**src/rtl/alu_seq_pkg.sv**
```systemverilog
// Shared opcode and FSM state constants for the sequenced ALU and its bench.
package alu_seq_pkg;

  localparam logic [2:0] OP_ADD  = 3'b000;
  localparam logic [2:0] OP_SUB  = 3'b001;
  localparam logic [2:0] OP_AND  = 3'b010;
  localparam logic [2:0] OP_OR   = 3'b011;
  localparam logic [2:0] OP_XOR  = 3'b100;
  localparam logic [2:0] OP_SLT  = 3'b101;
  localparam logic [2:0] OP_MUL  = 3'b110;
  localparam logic [2:0] OP_PASS = 3'b111;

  localparam logic [0:0] ST_IDLE = 1'b0;
  localparam logic [0:0] ST_MUL  = 1'b1;

endpackage

```
**src/rtl/alu_seq_comb.sv**
```systemverilog
// Single-cycle ALU datapath: everything except MUL, which the sequencer owns.
module alu_seq_comb
  import alu_seq_pkg::*;
#(
  parameter int WIDTH = 4
) (
  input  logic [2:0]       op,
  input  logic [WIDTH-1:0] a,
  input  logic [WIDTH-1:0] b,
  output logic [WIDTH-1:0] y,
  output logic             carry
);

  logic [WIDTH:0] sum;
  logic [WIDTH:0] diff;

  // One extra bit holds carry-out for ADD and the borrow for SUB (a < b).
  assign sum  = {1'b0, a} + {1'b0, b};
  assign diff = {1'b0, a} - {1'b0, b};

  // Opcode decode; MUL yields zeros here since its result comes from the sequencer.
  always_comb begin
    y     = '0;
    carry = 1'b0;
    case (op)
      OP_ADD: begin
        y     = sum[WIDTH-1:0];
        carry = sum[WIDTH];
      end
      OP_SUB: begin
        y     = diff[WIDTH-1:0];
        carry = diff[WIDTH];
      end
      OP_AND:  y = a & b;
      OP_OR:   y = a | b;
      OP_XOR:  y = a ^ b;
      OP_SLT:  y = {{(WIDTH-1){1'b0}}, (a < b)};
      OP_PASS: y = a;
      OP_MUL:  y = '0;
      default: y = '0;
    endcase
  end

endmodule

```
**src/rtl/alu_seq.sv**
```systemverilog
// Sequenced ALU: single-cycle ops through alu_seq_comb, MUL as a WIDTH-step shift-add.
//
// state   | meaning
// --------+-------------------------------------------------------------
// IDLE    | waiting for start; single-cycle ops complete on the accepting edge
// MUL     | shift-add in progress, one multiplier bit per cycle, busy=1
module alu_seq
  import alu_seq_pkg::*;
#(
  parameter int WIDTH = 4
) (
  input  logic             clk,
  input  logic             reset,
  input  logic             start,
  input  logic [2:0]       op,
  input  logic [WIDTH-1:0] a,
  input  logic [WIDTH-1:0] b,
  output logic [WIDTH-1:0] y,
  output logic             carry,
  output logic             zero,
  output logic             busy,
  output logic             done
);

  localparam int CNT_W = (WIDTH > 2) ? $clog2(WIDTH) : 1;
  localparam logic [CNT_W-1:0] CNT_LAST = CNT_W'(WIDTH - 1);

  logic [0:0]         state_q, state_d;
  logic [CNT_W-1:0]   cnt_q, cnt_d;
  logic [2*WIDTH-1:0] prod_q, prod_d;
  logic [2*WIDTH-1:0] mcand_q, mcand_d;
  logic [WIDTH-1:0]   mplr_q, mplr_d;
  logic [WIDTH-1:0]   y_q, y_d;
  logic               carry_q, carry_d;
  logic               zero_q, zero_d;
  logic               done_q, done_d;

  logic [WIDTH-1:0]   comb_y;
  logic               comb_carry;
  logic [2*WIDTH-1:0] prod_step;

  alu_seq_comb #(.WIDTH(WIDTH)) u_comb (
    .op    (op),
    .a     (a),
    .b     (b),
    .y     (comb_y),
    .carry (comb_carry)
  );

  // Partial product after consuming the current low multiplier bit.
  assign prod_step = mplr_q[0] ? (prod_q + mcand_q) : prod_q;

  // Next-state, datapath and result-register logic.
  always_comb begin
    state_d = state_q;
    cnt_d   = cnt_q;
    prod_d  = prod_q;
    mcand_d = mcand_q;
    mplr_d  = mplr_q;
    y_d     = y_q;
    carry_d = carry_q;
    zero_d  = zero_q;
    done_d  = 1'b0;
    case (state_q)
      ST_IDLE: begin
        if (start) begin
          if (op == OP_MUL) begin
            // Operands are captured here so later input changes cannot disturb the product.
            state_d = ST_MUL;
            cnt_d   = '0;
            prod_d  = '0;
            mcand_d = {{WIDTH{1'b0}}, a};
            mplr_d  = b;
          end else begin
            y_d     = comb_y;
            carry_d = comb_carry;
            zero_d  = (comb_y == '0);
            done_d  = 1'b1;
          end
        end
      end
      ST_MUL: begin
        prod_d  = prod_step;
        mcand_d = mcand_q << 1;
        mplr_d  = mplr_q >> 1;
        cnt_d   = cnt_q + 1'b1;
        if (cnt_q == CNT_LAST) begin
          state_d = ST_IDLE;
          cnt_d   = '0;
          y_d     = prod_step[WIDTH-1:0];
          carry_d = |prod_step[2*WIDTH-1:WIDTH];
          zero_d  = (prod_step[WIDTH-1:0] == '0);
          done_d  = 1'b1;
        end
      end
      default: state_d = ST_IDLE;
    endcase
  end

  // State and output registers; reset wins over any start or MUL in flight.
  always_ff @(posedge clk) begin
    if (reset) begin
      state_q <= ST_IDLE;
      cnt_q   <= '0;
      prod_q  <= '0;
      mcand_q <= '0;
      mplr_q  <= '0;
      y_q     <= '0;
      carry_q <= 1'b0;
      zero_q  <= 1'b0;
      done_q  <= 1'b0;
    end else begin
      state_q <= state_d;
      cnt_q   <= cnt_d;
      prod_q  <= prod_d;
      mcand_q <= mcand_d;
      mplr_q  <= mplr_d;
      y_q     <= y_d;
      carry_q <= carry_d;
      zero_q  <= zero_d;
      done_q  <= done_d;
    end
  end

  assign y     = y_q;
  assign carry = carry_q;
  assign zero  = zero_q;
  assign done  = done_q;
  assign busy  = (state_q == ST_MUL);

endmodule

```
**config.mk**
```make
export PLATFORM = sky130hd
export DESIGN_NAME = alu_seq
export DESIGN_NICKNAME = d
export VERILOG_FILES = /design/src/rtl/alu_seq_pkg.sv /design/src/rtl/alu_seq_comb.sv /design/src/rtl/alu_seq.sv
export SDC_FILE = /design/constraint.sdc
export NUM_CORES = 1
export LEC_CHECK = 0
export ABC_CLOCK_PERIOD_IN_PS = 3280
export BUFFER_PORTS_ARGS = -buffer_cell sky130_fd_sc_hd__buf_2
export CAP_MARGIN = 10
export CORE_AREA = 8 8 72 74
export DETAILED_ROUTE_END_ITERATION = 6
export DIE_AREA = 0 0 80 82
export GPL_ROUTABILITY_DRIVEN = 1
export HOLD_SLACK_MARGIN = 0.03
export PLACE_DENSITY_LB_ADDON = 0.3
export SYNTH_ARGS = -nofsm -noshare
export SYNTH_HDL_FRONTEND = slang
export SYNTH_SLANG_ARGS = --single-unit
```
**constraint.sdc**
```tcl
create_clock -name clk -period 3.28 [get_ports clk]
set_input_delay 0.656 -clock clk [delete_from_list [all_inputs] [get_ports clk]]
set_output_delay 0.656 -clock clk [all_outputs]
set_load 0.01 [all_outputs]
```
==> results.toml, run 1 <==
[clock_tree]
cts.sinks = 30
post-cts-setup-buffer-count = 0
cts_tree = "yes"
hold_buffers = 0
clock_latency_ps = 280
clk_path_buf_depth = 2
cts_resized = 0
htreeDepth = 2
clk_pin_slew_worst_paths_ps = 60
cts_buffers = 5
cts_root_buf = "clkbuf_8"

[outcome]
status = "finished clean"

[timing]
fin_skew_ps = 8.56
hold_slack_ps = 458
worstMarginPinSlew_ps = 659
tns_ps = 0
slew_viol_final = 0
fin_crit_ps = 2310
setup_viol = 0
rsz0062_at_grt = "no"
fin_crit_sh = 0.703
fmax_mhz = 434
final-hold-violation-count = 0
slew_headroom = 0.561

[floorplanning]
ioPinCount = 22
initial_core_util = 0.525
die_w_um = 80
dieArea_um2 = 6560
coreArea_um2 = 4140
die_height_um = 82
rows = 24

[logic_synthesis]
synth_cell_types = 49
ys_top_cells_by_area = "dfxtp_1 28%, ha_1 12%, a21oi_1 9.2%, nand2_1 4.8%, nor2_1 4.1%"
synth.area.mux_share = 0.0293
synth_edf_count = 0
synth_area_um2 = 2180
synth_top_family_by_area = "compound AO/OA/AOI/OAI gates"
avgSynthCellArea_um2 = 7.94
synth_top_area_share = 0.276
yosys_warnings = 0
async_flop_share = 0
synthAdderAreaFrac = 0.143
synth-simple-area-share = 0.206
synth_compound_area_frac = 0.262
synth-seq-cells = 30
ys_seq_area_frac = 0.276
synthXorXnorAreaFrac = 0.0242
synth_largest_area_cell = "dfxtp_1"
netlist_instances = 274
synth_ff_type = "dfxtp_1"
synthesis.nets = 311

[route]
drt-pass1-iter-count = 4
first_iter_violations = 114
viasPerCell = 5.80
wirelength_um = 4930
routedWlPerCell_um = 14.5
antenna_left = 0
drc_errors = 0
vias = 1979

[run]
drv_cap = 0

[critical_path]
slowest_delay_ps = 400
cp.arrival_ps = 2510
end_kind = "register"
critPathKind = "in2reg"
cp.required_ps = 3490
worstPathCellList = "buf_2 -> inv_1 -> ha_1 -> fa_1 -> or3_1 -> a21oi_1 -> o21ai_1 -> or3_1 -> a21oi_1"
crit_fanout = 4
worst_path_max_delay_cell = "fa_1"
worstSetupStartpointType = "input port"

[global_route]
grt_pass1_vias = 1901
overflow = 0
track_usage = 0.161
grt_max_degree = 32
grt_pass1_wl_um = 8430
antenna_found_initial = 0

[finish]
fin_area_um2 = 2370
syn_to_final_growth_pct = 9.14
layout-drive-gt1-share = 0.145
fill_cells = 379
n_antenna_cell = 0
nets = 325

[pwr]
irDropWorstVdd_uv = 198
power_density_nw_per_um2 = 359
p_leak_nw = 1.05

[placement]
port_buffers = 21
dpl.hpwl_um = 3670
place_congestion = 0.870
dpl_cell_area_um2 = 2280

[worst_hold_path]
hp-class = "reg2reg"
[final cells by class]
cell class,instances,area (µm²),share of cell area
clock buffers,6,82.6,0.0348
clock inverters,2,12.5,0.00527
inverters,13,48.8,0.0205
multi-input cells,215,1450,0.609
flip-flops and latches,30,601,0.253
well taps,52,65.1,0.0274
repair buffers,23,120,0.0506
[per-layer routing]
metal / track usage / routed length, µm / up-vias
li1: - / - / 1004
met1: 0.187 / 2240 / 919
met2: 0.274 / 2310 / 47
met3: 0.0317 / 241 / 9
met4: 0.0836 / 135 / 0
met5: 0 / 0 / -
[per-stage QoR]
step	total power (W)	utilization	std cells	setup WS [ps]
2_1_floorplan	0.000505	-	274	904
3_3_place_gp	0.000547	0.550	333	738
3_5_place_dp	0.000549	0.550	333	685
4_1_cts	0.000859	0.573	341	968
5_1_grt	0.000895	0.573	341	849
6_report	0.000852	0.573	341	975
[worst paths after layout]
| path | startpoint | to | slack [ps] | depth (start not counted) |
|---|---|---|---|---|
| max reg2reg | prod_q[0]$_SDFFE_PP0P_ | carry$_SDFFE_PP0P_ | 1080 | 8 |
| min | y[0]$_SDFFE_PP0P_ | y[0]$_SDFFE_PP0P_ | 460 | 2 |
| min reg2reg | y[0]$_SDFFE_PP0P_ | y[0]$_SDFFE_PP0P_ | 460 | 2 |
| max | a[0] | y[1]$_SDFFE_PP0P_ | 970 | 9 |
[synthesized netlist by cell type (all sizes together), types with 3 or more instances]
master,instances
a21o,5
a21oi,41
a311oi,3
a31oi,6
and3,7
buf,9
clkbuf,7
dfxtp,30
fa,3
ha,20
inv,13
mux2,3
mux2i,3
nand2,28
nand2b,3
nand3,9
nor2,24
nor2b,5
nor3,9
o21ai,9
o21bai,5
xnor2,5
[kinds of logic after synthesis]
| family | Yosys count |
|---|---|
| flip-flops | 30 |
| multiplexers | 6 |
| XOR/XNOR | 6 |
| buffers and inverters | 29 |
| adder cells (fa/ha/maj) | 23 |
| AND/OR/NAND/NOR | 92 |
| AO/OA/AOI/OAI | 88 |
[worst max-delay path: cells and delay by family]
| kind | cells | cell delay, ps |
|---|---|---|
| simple gates | 2 | 650 |
| compound gates | 3 | 380 |
| buf+inv | 2 | 220 |
| fa+ha+maj | 2 | 600 |
[registers in the layout, indices dropped and copies added (netlist names)]
name     flops
mcand_q      8
prod_q       8
mplr_q       4
y            4
cnt_q        2
busy         1
carry        1
done         1
zero         1
[report_power, final]
part | leakage, nW | switching, W | internal (W)
logic | 0.763 | 0.0000950 | 0.0000611
registers | 0.243 | 0.00000939 | 0.000376
clock network | 0.0472 | 0.000142 | 0.000168
total | 1.05 | 0.000246 | 0.000606
[cells in the final DEF (no fill, tap or decap), types with 2 or more instances in the layout]
master / Yosys / routed
or3_1: 2 / 2
o21a_1: 2 / 2
nor2b_1: 5 / 5
nor3_2: 3 / 3
a31oi_1: 6 / 6
a22oi_1: 2 / 2
fa_1: 3 / 3
nor2_1: 24 / 24
dfxtp_1: 30 / 30
nand3_1: 9 / 9
buf_4: 0 / 2
o21ai_0: 8 / 8
a31o_1: 2 / 2
nor3_1: 6 / 6
and3b_1: 2 / 2
nand2_1: 28 / 28
a21oi_1: 40 / 40
clkbuf_8: 0 / 6
and3_1: 7 / 7
inv_1: 13 / 13
mux2i_1: 3 / 3
nand2b_1: 3 / 3
o21bai_1: 5 / 5
a21o_1: 5 / 5
xnor2_1: 5 / 5
mux2_2: 3 / 3
a311oi_1: 3 / 3
ha_1: 20 / 20
buf_2: 5 / 21
Note: power is estimated with default switching activity, not from simulation.
==> inputs of run 2 (changes only) <==
Settings changed: ABC_CLOCK_PERIOD_IN_PS 3280 to 2000, CORE_AREA 8 8 72 74 to 8 8 74 76, DIE_AREA 0 0 80 82 to 0 0 82 84.
Clock period 3.28 ns to 2 ns, I/O delays scaled along.
==> results.toml, run 2 (synthesis gave the netlist of run 1 again) <==
[finish]
final_util = 0.654
layout_common_cells = "40 x buf_4, 34 x a21oi_1, 29 x dfxtp_1"
syn_to_final_growth_pct = 28.1
layout-drive-gt1-share = 0.303
top_regs = "mcand_q: 8 flops, prod_q: 8 flops"
n_antenna_cell = 0
final_cell_count_no_fill = 379
nets = 363
fill_cells = 377
layout_commonest_cell = "buf_4"

[worst_hold_path]
hp-class = "reg2reg"
whs_endpoint = "y[0]$_SDFFE_PP0P_"
hold_depth = 2
worstHoldStart = "y[0]$_SDFFE_PP0P_"

[route]
routedWlPerCell_um = 15.2
vias = 2121
drt-pass1-iter-count = 4
drc_errors = 0
wirelength_um = 5750
viasPerCell = 5.60
first_iter_violations = 108
antenna_left = 0

[critical_path]
crit_fanout = 3
r2r_setup_slack_ps = -20
critPathKind = "reg2reg"
worst_path_max_delay_cell = "dfxtp_1"
crit_buf_inv = 2
cp.arrival_ps = 2160
path_common_cell = "buf_4"
reg2reg_to = "carry$_SDFFE_PP0P_"
r2r-start = "prod_q[4]$_SDFFE_PP0P_"
end_kind = "register"
worstSetupStartpointType = "register"
cp_top_family = "compound AO/OA/AOI/OAI gates"
slowest_delay_ps = 400
worstPathCellList = "ha_4 -> a21o_1 -> buf_4 -> buf_4 -> a31o_1 -> a21oi_2 -> xnor2_1 -> a31oi_1 -> a41oi_2"
reg2reg_depth = 9
cp.required_ps = 2150

[outcome]
status = "complete, but fails checks"
violations = "setup timing"

[floorplanning]
ioPinCount = 22
die_w_um = 82
initial_core_util = 0.510
die_height_um = 84
coreArea_um2 = 4260
dieArea_um2 = 6890
rows = 24

[clock_tree]
htreeDepth = 2
clock_latency_ps = 280
clk_pin_slew_worst_paths_ps = 70
cts_buffers = 5
cts.sinks = 30
hold_buffers = 0
cts_root_buf = "clkbuf_8"
cts_tree = "yes"
clk_path_buf_depth = 2

[timing]
fin_crit_sh = 1.01
setup_viol = 1
hold_slack_ps = 449
slew_viol_final = 0
final-hold-violation-count = 0
rsz0062_at_grt = "yes"
worstMarginPinSlew_ps = 649
fmax_mhz = 496
fin_skew_ps = 4.30
slew_headroom = 0.568
layout_setup_ws_ps = -17.6
fin_crit_ps = 2020

[global_route]
grt_max_degree = 32
grt_pass1_wl_um = 9490
overflow = 0
grt_pass1_vias = 2105
track_usage = 0.171
antenna_found_initial = 0

[pwr]
power_density_nw_per_um2 = 527
irDropWorstVdd_uv = 327
p_leak_nw = 1.24

[placement]
port_buffers = 21
place_congestion = 0.899
dpl.hpwl_um = 4190
placed_cells = 369

[run]
drv_cap = 0
## run 2: cell count changes in the layout (fill, tap and decap cells not counted), sizes merged
cell,previous run,this run
clkinvlp,1,0
clkbuf,6,7
buf,23,61
## run 2: how the worst max path moves through the flow
stage / cells after the start / from / to
CTS: 7 / prod_q[2]$_SDFFE_PP0P_ / carry$_SDFFE_PP0P_
global route: 9 / prod_q[4]$_SDFFE_PP0P_ / carry$_SDFFE_PP0P_
floorplan: 8 / a[0] / y[1]$_SDFFE_PP0P_
finish: 9 / prod_q[4]$_SDFFE_PP0P_ / carry$_SDFFE_PP0P_
detailed placement: 9 / a[1] / zero$_SDFFE_PP0P_
global placement: 10 / b[0] / zero$_SDFFE_PP0P_
## run 2: layout make-up
cell class	count	area, µm²	area share
Clock buffer	7	86.3	0.0310
Clock inverter	1	5.00	0.00180
Inverter	13	48.8	0.0175
Multi-Input combinational cell	215	1580	0.565
Sequential cell	30	602	0.216
Tap cell	52	65.1	0.0233
Timing Repair Buffer	61	405	0.145
## run 2: metrics by stage
stage | worst slack [ps] | cell area, µm² | TNS [ps] | power [W]
after floorplan | 3.91 | 2190 | 0 | 0.000831
after global placement | -193 | 2570 | -761 | 0.000953
after detailed placement | -262 | 2570 | -1020 | 0.000960
after CTS | 0.332 | 2720 | 0 | 0.00146
after global routing | -76.1 | 2790 | -128 | 0.00155
final | -17.6 | 2790 | -17.6 | 0.00147
## run 2: routing by layer
metal / wire length (µm) / track usage / vias up
li1: - / - / 1076
met1: 2690 / 0.215 / 1012
met2: 2820 / 0.276 / 28
met3: 190 / 0.0366 / 5
met4: 59 / 0.0527 / 0
met5: 0 / 0 / -
## run 2: tightest hold or removal path, cell delays in order, from the launching register on
cell and delay [ps]:
dfxtp_1 300, nand2_1 50, a21oi_1 50
## run 2: power by group
| group | internal [W] | leakage (nW) | total [W] | switching [W] |
|---|---|---|---|---|
| registers | 0.000617 | 0.244 | 0.000632 | 0.0000151 |
| clock network | 0.000277 | 0.0482 | 0.000502 | 0.000225 |
| logic | 0.000151 | 0.950 | 0.000334 | 0.000183 |
| total | 0.00104 | 1.24 | 0.00147 | 0.000423 |
## run 2: timing repair
item | in CTS | in global routing
gates resized for setup | 8 | 13
setup endpoints to repair | 2 | 6
pin swaps | 7 | 5
setup buffers | 2 | 0
==> inputs of run 3 (changes only) <==
Settings changed: CORE_AREA 8 8 74 76 to 8 8 72 74, CTS_BUF_LIST from default to sky130_fd_sc_hd__clkbuf_8, DIE_AREA 0 0 82 84 to 0 0 80 82, PLACE_DENSITY from default to 0.8, PLACE_DENSITY_LB_ADDON 0.3 to default.
==> results.toml, run 3 (synthesis gave the netlist of run 1 again) <==
[pwr]
irDropWorstVdd_uv = 263
p_leak_nw = 1.28
power_density_nw_per_um2 = 529

[critical_path]
crit_fanout = 2
slowest_delay_ps = 340
worstSetupStartpointType = "register"
cp.required_ps = 2160
end_kind = "register"
worstPathCellList = "ha_4 -> fa_2 -> a21o_1 -> a21oi_2 -> xnor2_1 -> mux2_4 -> a21oi_4 -> a41oi_2"
worst_path_max_delay_cell = "dfxtp_2"
crit_buf_inv = 0
r2r-start = "prod_q[0]$_SDFFE_PP0P_"
r2r_setup_slack_ps = 30
reg2reg_depth = 8
cp_top_family = "compound AO/OA/AOI/OAI gates"
critPathKind = "reg2reg"
reg2reg_to = "carry$_SDFFE_PP0P_"
cp.arrival_ps = 2130

[timing]
fin_skew_ps = 11.1
hold_slack_ps = 467
final-hold-violation-count = 0
layout_setup_ws_ps = 33.3
fin_crit_ps = 1970
slew_headroom = 0.544
worstMarginPinSlew_ps = 683
rsz0062_at_grt = "yes"
slew_viol_final = 0
fin_crit_sh = 0.983
setup_viol = 0
fmax_mhz = 508

[floorplanning]
coreArea_um2 = 4140
initial_core_util = 0.525
rows = 24
ioPinCount = 22
die_w_um = 80
dieArea_um2 = 6560
die_height_um = 82

[finish]
layout_commonest_cell = "buf_4"
fin_area_um2 = 2810
layout_common_cells = "44 x buf_4, 31 x a21oi_1, 28 x nand2_1"
top_regs = "mcand_q: 8 flops, prod_q: 8 flops"
syn_to_final_growth_pct = 29.1
final_cell_count_no_fill = 384
layout-drive-gt1-share = 0.310
final_util = 0.678
n_antenna_cell = 0
nets = 368

[placement]
placed_cells = 374
dpl.hpwl_um = 4190
port_buffers = 21
dpl_cell_area_um2 = 2620
dp_slack_ps = -284
place_congestion = 0.888

[clock_tree]
cts_buffers = 5
clock_latency_ps = 290
hold_buffers = 0
cts_root_buf = "clkbuf_8"
htreeDepth = 2
clk_path_buf_depth = 2
cts_tree = "yes"
cts.sinks = 30
clk_pin_slew_worst_paths_ps = 70

[worst_hold_path]
hp-class = "reg2reg"
whs_endpoint = "y[0]$_SDFFE_PP0P_"
worstHoldStart = "y[0]$_SDFFE_PP0P_"
hold_depth = 2

[route]
wirelength_um = 5750
antenna_left = 0
routedWlPerCell_um = 15.0
drt-pass1-iter-count = 4
drc_errors = 0
viasPerCell = 5.59
vias = 2145
first_iter_violations = 157

[global_route]
grt_max_degree = 32
track_usage = 0.181
antenna_found_initial = 0
grt_pass1_wl_um = 9600
grt_pass1_vias = 2202
overflow = 0

[outcome]
status = "finished clean"

[run]
drv_cap = 0
[run 3: how the worst max path moves through the flow]
stage                                 start                 end  slack (ps)  cells past startpoint
floorplan                              a[0]   y[1]$_SDFFE_PP0P_           4                      8
finish               prod_q[0]$_SDFFE_PP0P_  carry$_SDFFE_PP0P_          30                      8
CTS                  prod_q[0]$_SDFFE_PP0P_  carry$_SDFFE_PP0P_           6                      8
global placement                       a[0]   y[1]$_SDFFE_PP0P_        -170                      9
global route        mcand_q[4]$_SDFFE_PP0P_  carry$_SDFFE_PP0P_         -40                      7
detailed placement                     b[0]   zero$_SDFFE_PP0P_        -280                      9
[run 3: through the flow]
step,setup TNS [ps],power [W]
2_1_floorplan,0,0.000831
3_3_place_gp,-622,0.000961
3_5_place_dp,-927,0.000967
4_1_cts,0,0.00148
5_1_grt,-53.2,0.00155
6_report,0,0.00148
[run 3: worst register-to-register path: stages (launching register included)]
cell and delay (ps):
dfxtp_2 340, ha_4 160, fa_2 340, a21o_1 190, a21oi_2 160, xnor2_1 80, mux2_4 280, a21oi_4 160
a41oi_2 120
[run 3: area by class of cell]
| cell class | count | area (µm²) |
|---|---|---|
| Fill cell | 361 | 1340 |
| Timing Repair Buffer | 66 | 455 |
| Multi-Input combinational cell | 215 | 1540 |
| Sequential cell | 30 | 604 |
| Clock inverter | 2 | 12.5 |
| Inverter | 13 | 48.8 |
| Tap cell | 52 | 65.1 |
| Clock buffer | 6 | 82.6 |
[run 3: what timing repair did]
action,CTS,global route
buffers inserted,1,1
pin swaps,8,11
cloned,0,0
gates resized for setup,7,13
endpoints found under the hold margin,0,0
endpoints found under the setup margin,2,5
[run 3: metal layers]
layer  global-route usage  routed length (µm)
met1                0.218                2720
met2                0.316                2750
met3               0.0361                 216
met4               0.0545                  68
met5                    0                   0
[run 3: power by group]
group / switching (W) / internal (W)
Sequential: 0.0000157 / 0.000617
Combinational: 0.000180 / 0.000152
Clock: 0.000244 / 0.000276
